**src/rtl/fifo_pkg.sv**
```systemverilog
// Shared definitions for the synchronous FIFO controllers: output-stage state,
// depth helper and the modular pointer difference used by both pointer sides.
package fifo_pkg;

  typedef enum logic {
    EMPTY = 1'b0,
    FULL  = 1'b1
  } out_state_e;

  function automatic int unsigned depth_of(input int unsigned addr_width);
    return 32'd1 << addr_width;
  endfunction

  // (a - b) modulo 2^width; pointers carry a wrap bit so width is ADDR_WIDTH+1.
  function automatic logic [31:0] ptr_diff(input logic [31:0] a,
                                           input logic [31:0] b,
                                           input int unsigned width);
    logic [31:0] mask;
    mask = (width >= 32) ? '1 : ((32'd1 << width) - 32'd1);
    return (a - b) & mask;
  endfunction

endpackage

```
**src/rtl/fifo_rd_ctrl.sv**
```systemverilog
// Read-side FIFO controller: owns the read pointer and a first-word-fall-through
// output register. Optional overflow detection with `define FIFO_RD_ERR_EN.
module fifo_rd_ctrl
  import fifo_pkg::*;
#(
  parameter int ADDR_WIDTH = 4,
  parameter int DATA_WIDTH = 8
) (
  input  logic                  rd_clk,
  input  logic                  rd_rst_n,
  input  logic [ADDR_WIDTH:0]   wr_ptr,
  output logic [ADDR_WIDTH:0]   rd_ptr,
  output logic [ADDR_WIDTH-1:0] rd_addr,
  input  logic [DATA_WIDTH-1:0] ram_dout,
  output logic                  m_valid,
  input  logic                  m_ready,
  output logic [DATA_WIDTH-1:0] m_data,
  output logic                  empty,
  output logic [ADDR_WIDTH+1:0] rd_count,
  output logic                  dbg_state
`ifdef FIFO_RD_ERR_EN
  ,
  output logic                  rd_err
`endif
);

  localparam int unsigned DEPTH = depth_of(ADDR_WIDTH);
  localparam int PW = ADDR_WIDTH + 1;
  localparam int CW = ADDR_WIDTH + 2;

  out_state_e      state;
  logic [PW-1:0]   avail;
  logic            fetch;

  assign avail    = PW'(ptr_diff(32'(wr_ptr), 32'(rd_ptr), PW));
  assign rd_addr  = rd_ptr[ADDR_WIDTH-1:0];
  assign m_valid  = (state == FULL);
  assign dbg_state = state;
  assign rd_count = CW'(avail) + CW'(m_valid);
  assign empty    = (rd_count == '0);

  // Stream handshake: a beat transfers on any edge where m_valid && m_ready.
  // Once m_valid is high, m_data and m_valid hold until that transfer; m_valid
  // never depends combinationally on m_ready. A refill may replace the word in
  // the same cycle it is consumed, giving one beat per cycle.
`ifdef FIFO_RD_ERR_EN
  logic over_depth;
  assign over_depth = (CW'(avail) > CW'(DEPTH));
  assign fetch = (avail != '0) && !over_depth && (!m_valid || m_ready);

  always_ff @(posedge rd_clk) begin
    if (!rd_rst_n) begin
      rd_err <= 1'b0;
    end else if (over_depth) begin
      rd_err <= 1'b1;
    end
  end
`else
  assign fetch = (avail != '0) && (!m_valid || m_ready);
`endif

  always_ff @(posedge rd_clk) begin
    if (!rd_rst_n) begin
      state  <= EMPTY;
      rd_ptr <= '0;
      m_data <= '0;
    end else begin
      case (state)
        EMPTY: begin
          if (fetch) begin
            state  <= FULL;
            m_data <= ram_dout;
            rd_ptr <= rd_ptr + PW'(1);
          end
        end
        FULL: begin
          // fetch here implies m_ready, so the held word is replaced in place.
          if (fetch) begin
            m_data <= ram_dout;
            rd_ptr <= rd_ptr + PW'(1);
          end else if (m_ready) begin
            state <= EMPTY;
          end
        end
        default: state <= EMPTY;
      endcase
    end
  end

endmodule

```
**config.mk**
```make
export PLATFORM = sky130hd
export DESIGN_NAME = fifo_rd_ctrl
export DESIGN_NICKNAME = d
export VERILOG_FILES = /design/src/rtl/fifo_pkg.sv /design/src/rtl/fifo_rd_ctrl.sv
export SDC_FILE = /design/constraint.sdc
export NUM_CORES = 1
export LEC_CHECK = 0
export CAP_MARGIN = 20
export CORE_MARGIN = 5
export CORE_UTILIZATION = 44
export DETAILED_ROUTE_END_ITERATION = 10
export GPL_TIMING_DRIVEN = 0
export PLACE_DENSITY_LB_ADDON = 0.1
export RECOVER_POWER = 100
export SLEW_MARGIN = 10
export SYNTH_ARGS = -nofsm -noshare
export SYNTH_HDL_FRONTEND = slang
export SYNTH_SLANG_ARGS = --single-unit
```
**constraint.sdc**
```tcl
create_clock -name rd_clk -period 4.9 [get_ports rd_clk]
set_clock_uncertainty 0.2 [all_clocks]
set_input_delay 0.98 -clock rd_clk [delete_from_list [all_inputs] [get_ports rd_clk]]
set_output_delay 0.98 -clock rd_clk [all_outputs]
set_load 0.02 [all_outputs]
```
==> summary.md <==
| Metric | Value |
|---|---|
| Antenna-violating nets left | 0 |
| Clock share of power | 0.193 |
| Footprint of the multi-input gates | 532 µm² |
| DRC | 0 |
| Register area share after synthesis | 0.305 |
| Final setup viols | 0 |
| CP Data Required Time | 3720 ps |
| Core ar. | 0.00198 mm² |
| IO buf count | 40 |
| Crit path capture type | output pin |
| Final net count | 178 |
| Reg2Reg Depth | 8 |
| Die height | 55.7 µm |
| Commonest non-fill, non-tap cell in the layout | dlygate4sd3_1 |
| GRT overflow | 0 |
| Synth Cell Area | 918 µm² |
| Syn Area/Cell | 8.43 µm² |
| DRT Wirelength | 2.08 mm |
| Setup repair bufs after CTS | 0 |
| Post-Syn Instances | 109 |
| Slew HR | 0.704 |
| Pre-CTS setup slack | -25.5 ps |
| Post-DP HPWL | 1.70 mm |
| Initial Util | 0.463 |
| Worst setup slack after layout | 154 ps |
| Antenna violations before repair | 0 |
| Max frequency | 211 MHz |
| Htree depth | 1 |
| Sink Count | 14 |
| Max Buffers Root-to-Sink | 2 |
| Max-cap violations | 0 |
| Switching Share | 0.373 |
| Vias in the first global route | 846 |
| Vias | 876 |
| Fin. Hold Viols | 0 |
| Max-slew violations | 0 |
| Worst-Margin Slew | 442 ps |
| Crit Path Class | input port to output pin |
| Largest cells by area after synthesis | dfxtp_1, ha_1, nand3_1 |
| Clock buffer count from CTS | 3 |
| Synthesis Warnings | 0 |
| Seq. cell area | 280 µm² |
| Layout Cells excl Fill | 180 |
| Placer congestion estimate | 0.692 |
| Post-DR vias/cell | 4.87 |
| RSZ-0062 raised after global routing | no |
| First-pass detailed-route iteration total | 2 |
| CTS tree | built |
| Comb pwr share | 0.487 |
| First-pass GRT wire length | 3.59 mm |
| Psw | 157 µW |
| DRT iter0 DRCs | 12 |
| CTS Hold Bufs | 0 |
| Clock-pin transition on the worst setup and hold timing paths | 80 ps |
| Inst Count DP | 176 |
| Post-synth top area cell | dfxtp_1 |
| Avg WL per Cell | 11.6 µm |
| N_diodes | 0 |
| Final period util | 0.969 |
| Outcome | finished clean |
| Peak supply drop | 0.000243 V |
| Commonest non-fill, non-tap cells in the layout | dlygate4sd3_1, nand2_1, dfxtp_1, clkdlybuf4s50_1, nand3_1 |
| Crit path launch type | input port |
| Top cell type's share of synthesized area | 0.305 |
| Largest net degree at the start of global routing | 11 |
| Pwr dens | 309 mW/mm² |
| Pint | 264 µW |
| Die area | 0.00310 mm² |
| Netlist cell types | 30 |
| Layout area overhead | 48.5% |
| Row cnt | 16 |
| Total GRT Usage | 0.140 |
| WHS Path Cells | 2 |
| Layout cells sized above 1 | 0.0915 |
| Power Total | 422 µW |
| # IOs | 42 |
| CTS Root Cell | clkbuf_4 |
| CP Data Arrival Time | 3570 ps |
| Syn_nets | 133 |
| Hold crit path type | flop to flop |
| Die width | 55.7 µm |
| Fill cells | 166 |
| Post-synthesis register bit count | 14 |
| Skew-Pair Late Insertion Delay | 270 ps |
| Critical Path Fanout Max | 5 |
| Part of the power in registers | 0.320 |
| Tmin final | 4750 ps |
| Leak | 0.000613 µW |
[cell families (layout without fill, tap and decap cells)]
family          after synthesis  after routing  share of synthesized area
compound gates               17             17                      0.132
xor+xnor                     10             10                      0.112
fa+ha+maj                     8              8                      0.117
buf+inv                      17             61                     0.0995
flops                        14             14                      0.305
mux                           2              2                     0.0218
simple gates                 41             41                      0.213
[Yosys cell counts]
master	number
nand2b_1	2
xnor2_2	2
nand2_2	1
nor2_1	4
nor2b_1	2
nand2_1	14
and3_1	1
inv_1	7
fa_1	1
buf_2	1
xor2_1	4
dfxtp_1	14
nand4_1	2
and2_1	1
o21a_1	2
ha_1	7
a21oi_2	1
a21oi_1	3
nor4_1	1
o21ai_0	4
xnor2_1	4
nand3_1	11
o21ai_1	5
mux2i_1	2
a31oi_4	1
buf_6	1
nor3_1	2
buf_4	5
o21ai_4	1
clkbuf_1	3
[worst max-delay path: stages]
cell,delay [ps]
clkdlybuf4s50_1,460
inv_1,40
ha_1,240
fa_1,440
nand2b_1,180
a21oi_2,160
xnor2_2,190
xor2_1,170
dlygate4sd3_1,680
[power groups by stage]
| stage | clock network (µW) | registers, µW | logic, µW |
|---|---|---|---|
| after CTS | 84.5 | 136 | 227 |
| final | 81.4 | 135 | 205 |
| after floorplan | 0 | 149 | 128 |
| after detailed placement | 0 | 138 | 226 |
| after global placement | 0 | 138 | 223 |
| after global routing | 92.7 | 138 | 225 |
[metrics by stage]
stage	util	hold slack [ps]	TNS [ps]	cell area (µm²)
2_1_floorplan	-	327	0	918
5_1_grt	0.688	285	0	1360
3_5_place_dp	0.682	246	-25.5	1350
4_1_cts	0.700	262	0	1390
3_3_place_gp	0.682	235	0	1350
6_report	0.688	253	0	1360
[path summary, 6_finish.rpt]
kind | from | to | slack (ps)
worst max-delay path | wr_ptr[0] | rd_count[4] | 150
worst min-delay path | m_data[4] | m_data[4] | 250
worst max register to register | rd_ptr[0] | rd_ptr[3] | 1900
worst min register to register | m_data[4] | m_data[4] | 250
[state kept, by name, indices dropped and copies added, names as in the netlist]
register and count:
m_data 8, dbg_state 1, rd_ptr 5
[area by class of cell]
cell class,count,area share
Tap cell,27,0.0248
Timing Repair Buffer,40,0.293
Inverter,7,0.0193
Buffer,10,0.0413
Sequential cell,14,0.206
Clock buffer,4,0.0266
Multi-Input combinational cell,78,0.390
[what timing repair did]
action                     in CTS  in global routing
setup endpoints to repair       1                  0
hold endpoints to repair        0                  0
gates resized for setup         1                  0
[routing by layer]
metal,GRT usage,vias up,wire length [µm]
li1,-,452,-
met1,0.142,402,816
met2,0.258,20,1110
met3,0.0441,2,140
met4,0.0625,0,15
met5,0,-,0
Power figures use the tool's default switching activity.
